**src/rtl/ysyx_25020037_ifu_pkg.sv**
```systemverilog
// Shared widths, reset vector and FSM encoding for the instruction fetch unit.
package ysyx_25020037_ifu_pkg;

    localparam int          XLEN             = 32;
    localparam int          FU_TO_DU_BUS_WD  = 64;
    localparam logic [31:0] RESET_PC_DEFAULT = 32'h3000_0000;
    localparam logic [31:0] INST_BYTES       = 32'd4;

    typedef enum logic [1:0] {
        S_IDLE = 2'd0,
        S_AR   = 2'd1,
        S_R    = 2'd2,
        S_HOLD = 2'd3
    } ifu_state_e;

    // Sequential successor; wraps naturally at 2^32.
    function automatic logic [XLEN-1:0] next_seq_pc(input logic [XLEN-1:0] pc);
        return pc + INST_BYTES;
    endfunction

endpackage

```
**src/rtl/ysyx_25020037_ifu_if.sv**
```systemverilog
// Fetch-side signal bundle: decode handshake, execute redirect and the AR/R read channel.
interface ysyx_25020037_ifu_if;
    import ysyx_25020037_ifu_pkg::*;

    logic                       idu_ready;
    logic                       ifu_valid;
    logic [FU_TO_DU_BUS_WD-1:0] fu_to_du_bus;
    logic                       ifu_err;

    logic                       exu_dnpc_valid;
    logic [XLEN-1:0]            exu_dnpc;

    logic                       arvalid;
    logic                       arready;
    logic [XLEN-1:0]            araddr;
    logic                       rvalid;
    logic                       rready;
    logic [XLEN-1:0]            rdata;
    logic [1:0]                 rresp;

    modport master (
        input  idu_ready,
        output ifu_valid,
        output fu_to_du_bus,
        output ifu_err,
        input  exu_dnpc_valid,
        input  exu_dnpc,
        output arvalid,
        input  arready,
        output araddr,
        input  rvalid,
        output rready,
        input  rdata,
        input  rresp
    );

    modport slave (
        output idu_ready,
        input  ifu_valid,
        input  fu_to_du_bus,
        input  ifu_err,
        output exu_dnpc_valid,
        output exu_dnpc,
        input  arvalid,
        output arready,
        input  araddr,
        output rvalid,
        input  rready,
        output rdata,
        output rresp
    );

endinterface

```
**src/rtl/ysyx_25020037_ifu.sv**
```systemverilog
// Instruction fetch: owns the PC, issues one read at a time and hands {pc, inst} to decode.
// Redirects overwrite the PC immediately; an in-flight wrong-path beat is dropped via discard_q.
import ysyx_25020037_ifu_pkg::*;

module ysyx_25020037_ifu #(
    parameter logic [XLEN-1:0] RESET_PC = RESET_PC_DEFAULT
) (
    input  logic                  clk,
    input  logic                  rst,
    ysyx_25020037_ifu_if.master   ifu
);

    ifu_state_e                 state_q, state_d;
    logic [XLEN-1:0]            pc_q, pc_d;
    logic                       valid_q, valid_d;
    logic [FU_TO_DU_BUS_WD-1:0] bus_q, bus_d;
    logic                       err_q, err_d;
    logic                       arvalid_q, arvalid_d;
    logic                       rready_q, rready_d;
    logic                       discard_q, discard_d;

    logic                       redirect;

    assign redirect = ifu.exu_dnpc_valid;

    always_comb begin
        state_d   = state_q;
        pc_d      = pc_q;
        valid_d   = valid_q;
        bus_d     = bus_q;
        err_d     = err_q;
        arvalid_d = arvalid_q;
        rready_d  = rready_q;
        discard_d = discard_q;

        case (state_q)
            S_IDLE: begin
                state_d   = S_AR;
                arvalid_d = 1'b1;
            end
            S_AR: begin
                if (ifu.arready) begin
                    arvalid_d = 1'b0;
                    rready_d  = 1'b1;
                    state_d   = S_R;
                    // Address already accepted with the old PC: its beat must be dropped.
                    if (redirect) discard_d = 1'b1;
                end
            end
            S_R: begin
                if (ifu.rvalid) begin
                    rready_d = 1'b0;
                    if (discard_q || redirect) begin
                        discard_d = 1'b0;
                        arvalid_d = 1'b1;
                        state_d   = S_AR;
                    end else begin
                        valid_d = 1'b1;
                        bus_d   = {pc_q, ifu.rdata};
                        err_d   = (ifu.rresp != 2'b00);
                        state_d = S_HOLD;
                    end
                end else if (redirect) begin
                    discard_d = 1'b1;
                end
            end
            S_HOLD: begin
                if (redirect || ifu.idu_ready) begin
                    valid_d   = 1'b0;
                    arvalid_d = 1'b1;
                    state_d   = S_AR;
                    pc_d      = next_seq_pc(pc_q);
                end
            end
            default: state_d = S_IDLE;
        endcase

        // Redirect wins over the sequential increment in every state.
        if (redirect) pc_d = ifu.exu_dnpc;
    end

    always_ff @(posedge clk or posedge rst) begin
        if (rst) begin
            state_q   <= S_IDLE;
            pc_q      <= RESET_PC;
            valid_q   <= 1'b0;
            bus_q     <= '0;
            err_q     <= 1'b0;
            arvalid_q <= 1'b0;
            rready_q  <= 1'b0;
            discard_q <= 1'b0;
        end else begin
            state_q   <= state_d;
            pc_q      <= pc_d;
            valid_q   <= valid_d;
            bus_q     <= bus_d;
            err_q     <= err_d;
            arvalid_q <= arvalid_d;
            rready_q  <= rready_d;
            discard_q <= discard_d;
        end
    end

    assign ifu.ifu_valid    = valid_q;
    assign ifu.fu_to_du_bus = bus_q;
    assign ifu.ifu_err      = err_q;
    assign ifu.arvalid      = arvalid_q;
    assign ifu.araddr       = pc_q;
    assign ifu.rready       = rready_q;

endmodule

```
**src/flat_wrapper.sv**
```systemverilog
// flat-port wrapper written by rule: the top's interface ports become plain ports
module ysyx_25020037_ifu_flat 
#(
    parameter logic [XLEN-1:0] RESET_PC = RESET_PC_DEFAULT
)
  (clk, rst, ifu_idu_ready, ifu_ifu_valid, ifu_fu_to_du_bus, ifu_ifu_err, ifu_exu_dnpc_valid, ifu_exu_dnpc, ifu_arvalid, ifu_arready, ifu_araddr, ifu_rvalid, ifu_rready, ifu_rdata, ifu_rresp);
  ysyx_25020037_ifu_if ifu_i ();
  input  logic clk;
  input  logic rst;
  input wire logic [$bits(ifu_i.idu_ready)-1:0] ifu_idu_ready;
  output wire logic [$bits(ifu_i.ifu_valid)-1:0] ifu_ifu_valid;
  output wire logic [$bits(ifu_i.fu_to_du_bus)-1:0] ifu_fu_to_du_bus;
  output wire logic [$bits(ifu_i.ifu_err)-1:0] ifu_ifu_err;
  input wire logic [$bits(ifu_i.exu_dnpc_valid)-1:0] ifu_exu_dnpc_valid;
  input wire logic [$bits(ifu_i.exu_dnpc)-1:0] ifu_exu_dnpc;
  output wire logic [$bits(ifu_i.arvalid)-1:0] ifu_arvalid;
  input wire logic [$bits(ifu_i.arready)-1:0] ifu_arready;
  output wire logic [$bits(ifu_i.araddr)-1:0] ifu_araddr;
  input wire logic [$bits(ifu_i.rvalid)-1:0] ifu_rvalid;
  output wire logic [$bits(ifu_i.rready)-1:0] ifu_rready;
  input wire logic [$bits(ifu_i.rdata)-1:0] ifu_rdata;
  input wire logic [$bits(ifu_i.rresp)-1:0] ifu_rresp;
  assign ifu_i.idu_ready = ifu_idu_ready;
  assign ifu_ifu_valid = ifu_i.ifu_valid;
  assign ifu_fu_to_du_bus = ifu_i.fu_to_du_bus;
  assign ifu_ifu_err = ifu_i.ifu_err;
  assign ifu_i.exu_dnpc_valid = ifu_exu_dnpc_valid;
  assign ifu_i.exu_dnpc = ifu_exu_dnpc;
  assign ifu_arvalid = ifu_i.arvalid;
  assign ifu_i.arready = ifu_arready;
  assign ifu_araddr = ifu_i.araddr;
  assign ifu_i.rvalid = ifu_rvalid;
  assign ifu_rready = ifu_i.rready;
  assign ifu_i.rdata = ifu_rdata;
  assign ifu_i.rresp = ifu_rresp;
  ysyx_25020037_ifu #(.RESET_PC(RESET_PC)) u_core (.clk(clk), .rst(rst), .ifu(ifu_i));
endmodule
```
**config.mk**
```make
export PLATFORM = sky130hd
export DESIGN_NAME = ysyx_25020037_ifu_flat
export DESIGN_NICKNAME = d
export VERILOG_FILES = /design/src/rtl/ysyx_25020037_ifu_pkg.sv /design/src/rtl/ysyx_25020037_ifu_if.sv /design/src/rtl/ysyx_25020037_ifu.sv /design/src/flat_wrapper.sv
export SDC_FILE = /design/constraint.sdc
export NUM_CORES = 1
export LEC_CHECK = 0
export CAP_MARGIN = 20
export CORE_MARGIN = 5
export CORE_UTILIZATION = 24
export CTS_CLUSTER_SIZE = 8
export DETAILED_ROUTE_END_ITERATION = 12
export SLEW_MARGIN = 20
export SYNTH_ARGS = -nofsm -noshare
export SYNTH_HDL_FRONTEND = slang
export SYNTH_SLANG_ARGS = --single-unit
```
**constraint.sdc**
```tcl
create_clock -name clk -period 4.5 [get_ports clk]
set_input_delay 0.9 -clock clk [delete_from_list [all_inputs] [get_ports clk]]
set_output_delay 0.9 -clock clk [all_outputs]
set_load 0.01 [all_outputs]
```
# Word level (Yosys, flattened, before mapping)
# Cells that the tools add are included.
# W data, S select, Z words.
[classes]
n_addsub = 1
multipliers = 0
n_div = 0
order_cmp = 0
eq_ne = 9
n_shift = 0
mux = 25
n_bitwise = 1
reduce_logical = 15
[op_table]
columns = ["cell", "count"]
rows = [
  ["$mux W32", 3],
  ["$add A32 B3 Y32 const B", 1],
  ["$mux W1", 13],
  ["$reduce_and A3 Y1", 4],
  ["$reduce_bool A2 Y1", 5],
  ["$mux W2", 4],
  ["$pmux W2 S4", 1],
  ["$reduce_and A4 Y1", 2],
  ["$ne A2 B2 Y1 const B", 3],
  ["$pmux W1 S2", 3],
  ["$eq A2 B2 Y1 const B", 2],
  ["$ne A2 B1 Y1 const B", 2],
  ["$pmux W1 S4", 1],
  ["$ne A3 B2 Y1 const B", 1],
  ["$eq A2 B1 Y1 const B", 1],
  ["$logic_not A2 Y1", 1],
  ["$logic_or A1 B1 Y1", 2],
  ["$reduce_and A2 Y1", 1],
  ["$not A1 Y1", 1],
]
[totals]
reg_bits = 103
latchBits = 0
mem_bits_rw = 0
mem_bits_ro = 0
memories = 0

# Longest topological paths before layout
[depth]
depth_word = 4
ltp_mapped = 9

# Worst setup path after synthesis
# No wires, ideal clock.
[synth_timing]
path_kind = "input port to flip-flop"
start = "input ifu_exu_dnpc_valid"
end = "register u_core.bus_q[0], in the netlist u_core.ifu.fu_to_du_bus[0]"
setup_time_ps = 125
arrival_time_ps = 2156
t_required_ps = 4375
slack_ps = 2219
path_stages = 5
n_path_buf = 2
path_cell_list = "or3b_1 > nor2_1 > buf_2 > buf_4 > mux2_2"
[synth_between]
elab_chain_cells = 3
[synth_lines]
columns = ["item", "line", "text"]
rows = [
  ["start, declared", "flat_wrapper.sv:14", "input wire logic [$bits(ifu_i.exu_dnpc_valid)-1:0] ifu_exu_dnpc_valid;"],
  ["$logic_or A1 B1 Y1", "ysyx_25020037_ifu.sv:53", "if (discard_q || redirect) begin"],
  ["$not A1 Y1 (no source line)", "-", ""],
  ["$reduce_and A3 Y1 (no source line)", "-", ""],
  ["end signal, assigned", "ysyx_25020037_ifu.sv:96", "bus_q <= bus_d;"],
  ["end, declared", "ysyx_25020037_ifu.sv:16", "logic [FU_TO_DU_BUS_WD-1:0] bus_q, bus_d;"],
]
# No other way between the ends.
# A chain may end at the register's enable or synchronous reset.

# Worst setup path in the final report
[layout_timing]
start = "input ifu_exu_dnpc_valid"
end = "register u_core.bus_q[5], in the netlist u_core.ifu.fu_to_du_bus[5]"
# Same word-level chain as after synthesis.

==> impl_metrics.tcl <==
set metrics [dict create \
    post_cts_buffers 0 \
    p_sw_mw 1.00 \
    synthFlopType "dfrtp_1" \
    die_w_um 150 \
    antenna_found_initial 0 \
    hp-start "u_core.ifu.fu_to_du_bus[3]" \
    place_hpwl_um 10100 \
    seq_area_frac_synth_pct 54.8 \
    path_class "input port to flop" \
    cp.required_ns 4.73 \
    clockBufferDepth 2 \
    first_iter_violations 136 \
    coreArea_um2 19400 \
    gr-total-overflow 0 \
    cts-root-buf "clkbuf_16" \
    vias 3785 \
    grt_pass1_vias 3972 \
    skew_ns 0.00685 \
    rsz0062_at_grt "no" \
    fin_crit_sh_pct 60.4 \
    grt_pass1_wl_um 21600 \
    cts_buffers 9 \
    cp_data_arrival_time_ns 2.95 \
    post_drt_wl_per_cell_um 16.7 \
    syn-num-nets 465 \
    layout_common_cells "clkdlybuf4s50_1, dfrtp_1, mux2_2, nand2_1, nor2_1" \
    worstSkewPairLatency_ns 0.35 \
    grtUsageTotal_pct 12.4 \
    drcViolationCount 0 \
    p_total_mw 3.33 \
    final_cells 825 \
    cp.depth 5 \
    timing.rr.start "u_core.state_q[0]" \
    cts_tree "done" \
    yosys_register_bits 103 \
    synthDistinctLibCells 48 \
    avgSynthCellArea_um2 12.1 \
    syn2layout_area_growth_pct 47.6 \
    status "finished, final reports clean" \
    cp_max_fo 20 \
    ctsHtreeMaxLevel 3 \
    dieArea_um2 22500 \
    r2r-end "u_core.ifu.fu_to_du_bus[5]" \
    clk_pin_slew_ns 0.07 \
    power.internal_mw 2.33 \
    cts_hold_buf 0 \
    io-pin-count 172 \
    wirelength_um 13700 \
    p_sw_share_pct 30.1 \
    yosys.area.top_type "dfrtp_1" \
    grt_max_degree 79 \
    slowest_stage "or3b_1" \
    syn_area_um2 4710 \
    via_per_inst 4.59 \
    rows 51 \
    yosysTopAreaCellShare_pct 53.7 \
    final_core_util_pct 35.8 \
    drv_slew 0 \
    cpPeakStageDelay_ns 0.45 \
    yosys_warnings 0 \
    post-place-cells 809 \
    fin_area_um2 6950 \
    start_kind "input port" \
    worstSetupEndpointType "flop" \
    first_pass_iters 4 \
    postPlaceCellArea_um2 6670 \
    critical-path-top-delay-family "simple AND/OR/NAND/NOR gates" \
    worstHoldPathType "flop to flop" \
    tightest_slew_ns 0.739 \
    ant_nets 0 \
    fmax_mhz 368 \
    hold_end "u_core.ifu.fu_to_du_bus[3]" \
    crit_path_cell_trace "clkdlybuf4s50_1 > or3b_1 > nor2_4 > buf_4 > mux2_2" \
    crit_buf_inv 2 \
    p_per_area_nw_per_um2 479 \
    async_flop_share_pct 100 \
    gp_congestion 0.756 \
    initial_core_util_pct 24.3 \
    n_antenna_cell 0 \
    portBuffers 171 \
    final_nets 631 \
    synth_edf_count 0 \
    cts.sinks 103 \
    setup_tns_ns 0 \
    rrSetupSlack_ns 1.97 \
    hold_viol_final 0 \
    synth_top_cells_by_area "dfrtp_1, mux2_2, or4_1, nand2_1, o31ai_1" \
    finalSetupViolCount 0 \
    synthCells 389 \
    comb_power_share_pct 35.5 \
    seq_power_share_pct 41.7 \
    min_path_cells 1 \
    reg2regPathDepth 6 \
    ir_drop_v 0.000164 \
    drv_cap 0 \
    die_h_um 150 \
    post_cts_resized 0 \
    final_layout_size_suffix_gt1_share_pct 18.2 \
    mostFrequentLayoutCell "clkdlybuf4s50_1" \
    p_clk_share_pct 22.8 \
    relSlewSlack_pct 50.7 \
    power_leakage_nw 2.84 \
    min_period_ns 2.72 \
]
cell usage after synthesis, types with 3 or more instances:
| cell type | number |
|---|---|
| a21oi_1 | 6 |
| a31oi_1 | 14 |
| and4_1 | 6 |
| buf_2 | 5 |
| buf_4 | 4 |
| buf_6 | 4 |
| clkbuf_1 | 6 |
| dfrtp_1 | 101 |
| ha_1 | 4 |
| inv_1 | 9 |
| mux2_2 | 68 |
| nand2_1 | 28 |
| nand3_1 | 13 |
| nand4_1 | 9 |
| nor2_1 | 20 |
| o211ai_1 | 3 |
| o21ai_0 | 15 |
| o31ai_1 | 13 |
| or2_2 | 3 |
| or4_1 | 16 |
| xnor2_1 | 4 |
| xor2_1 | 7 |
routing by layer:
layer | GRT usage, % | up-vias | share of wire, %
met5 | 0 | - | 0
li1 | - | 1767 | -
met3 | 3.10 | 20 | 6.3
met2 | 20.7 | 125 | 50
met4 | 4.99 | 0 | 2.5
met1 | 15.4 | 1873 | 42
registers in the layout, summed over array words and instances (netlist names):
| register | cells |
|---|---|
| u_core.ifu.ifu_err | 1 |
| u_core.ifu.rready | 1 |
| u_core.state_q | 2 |
| u_core.ifu.araddr | 32 |
| u_core.ifu.ifu_valid | 1 |
| u_core.discard_q | 1 |
| u_core.ifu.arvalid | 1 |
| u_core.ifu.fu_to_du_bus | 64 |
power by group through the flow:
stage	combinational, mW	sequential (mW)	clock [mW]
floorplan	0.367	1.51	0
global placement	1.18	1.39	0
detailed placement	1.20	1.41	0
CTS	1.20	1.40	0.798
global route	1.27	1.43	0.837
finish	1.18	1.39	0.759
final cells by class:
type	count	area [µm²]
multi-input combinational	256	1960
sequential	103	2580
clock inverter	7	56.3
clock buffer	9	225
fill	1932	12400
timing repair buffer	176	1760
tap	265	332
inverter	9	38.8
worst max-delay path by stage:
stage	start	endpoint	slack, ns
after floorplan	rst	u_core.discard_q	0.90
after global placement	ifu_exu_dnpc_valid	u_core.ifu.fu_to_du_bus[5]	1.45
after detailed placement	ifu_exu_dnpc_valid	u_core.ifu.fu_to_du_bus[5]	1.38
after CTS	ifu_exu_dnpc_valid	u_core.ifu.fu_to_du_bus[5]	1.76
after global routing	ifu_exu_dnpc_valid	u_core.ifu.fu_to_du_bus[17]	1.69
final	ifu_exu_dnpc_valid	u_core.ifu.fu_to_du_bus[5]	1.78
worst reg2reg max path, cell delays in order (launching register included):
cell	delay, ns
dfrtp_1	0.42
inv_1	0.07
ha_1	0.30
or3b_1	0.45
nor2_4	0.42
buf_4	0.37
mux2_2	0.38
per-stage QoR:
step | hold WS, ns | setup slack (ns)
6_report | 0.510 | 1.78
5_1_grt | 0.520 | 1.69
4_1_cts | 0.513 | 1.76
3_5_place_dp | 0.495 | 1.38
3_3_place_gp | 0.489 | 1.45
2_1_floorplan | 0.500 | 0.899
kinds of logic (layout without fill, tap and decap cells):
family                     count (synthesis)  in the layout  share of synthesized area, %
AOI/OAI and AO/OA                         59             59                          8.07
xor gates and xnor gates                  11             11                          2.05
adders and majority gates                  4              4                          1.06
buffers and inverters                     30            201                          3.77
DFF                                      103            103                          54.8
muxes                                     69             69                          16.5
and+or+nand+nor                          113            113                          13.8
(Power assumes the default switching activity.)
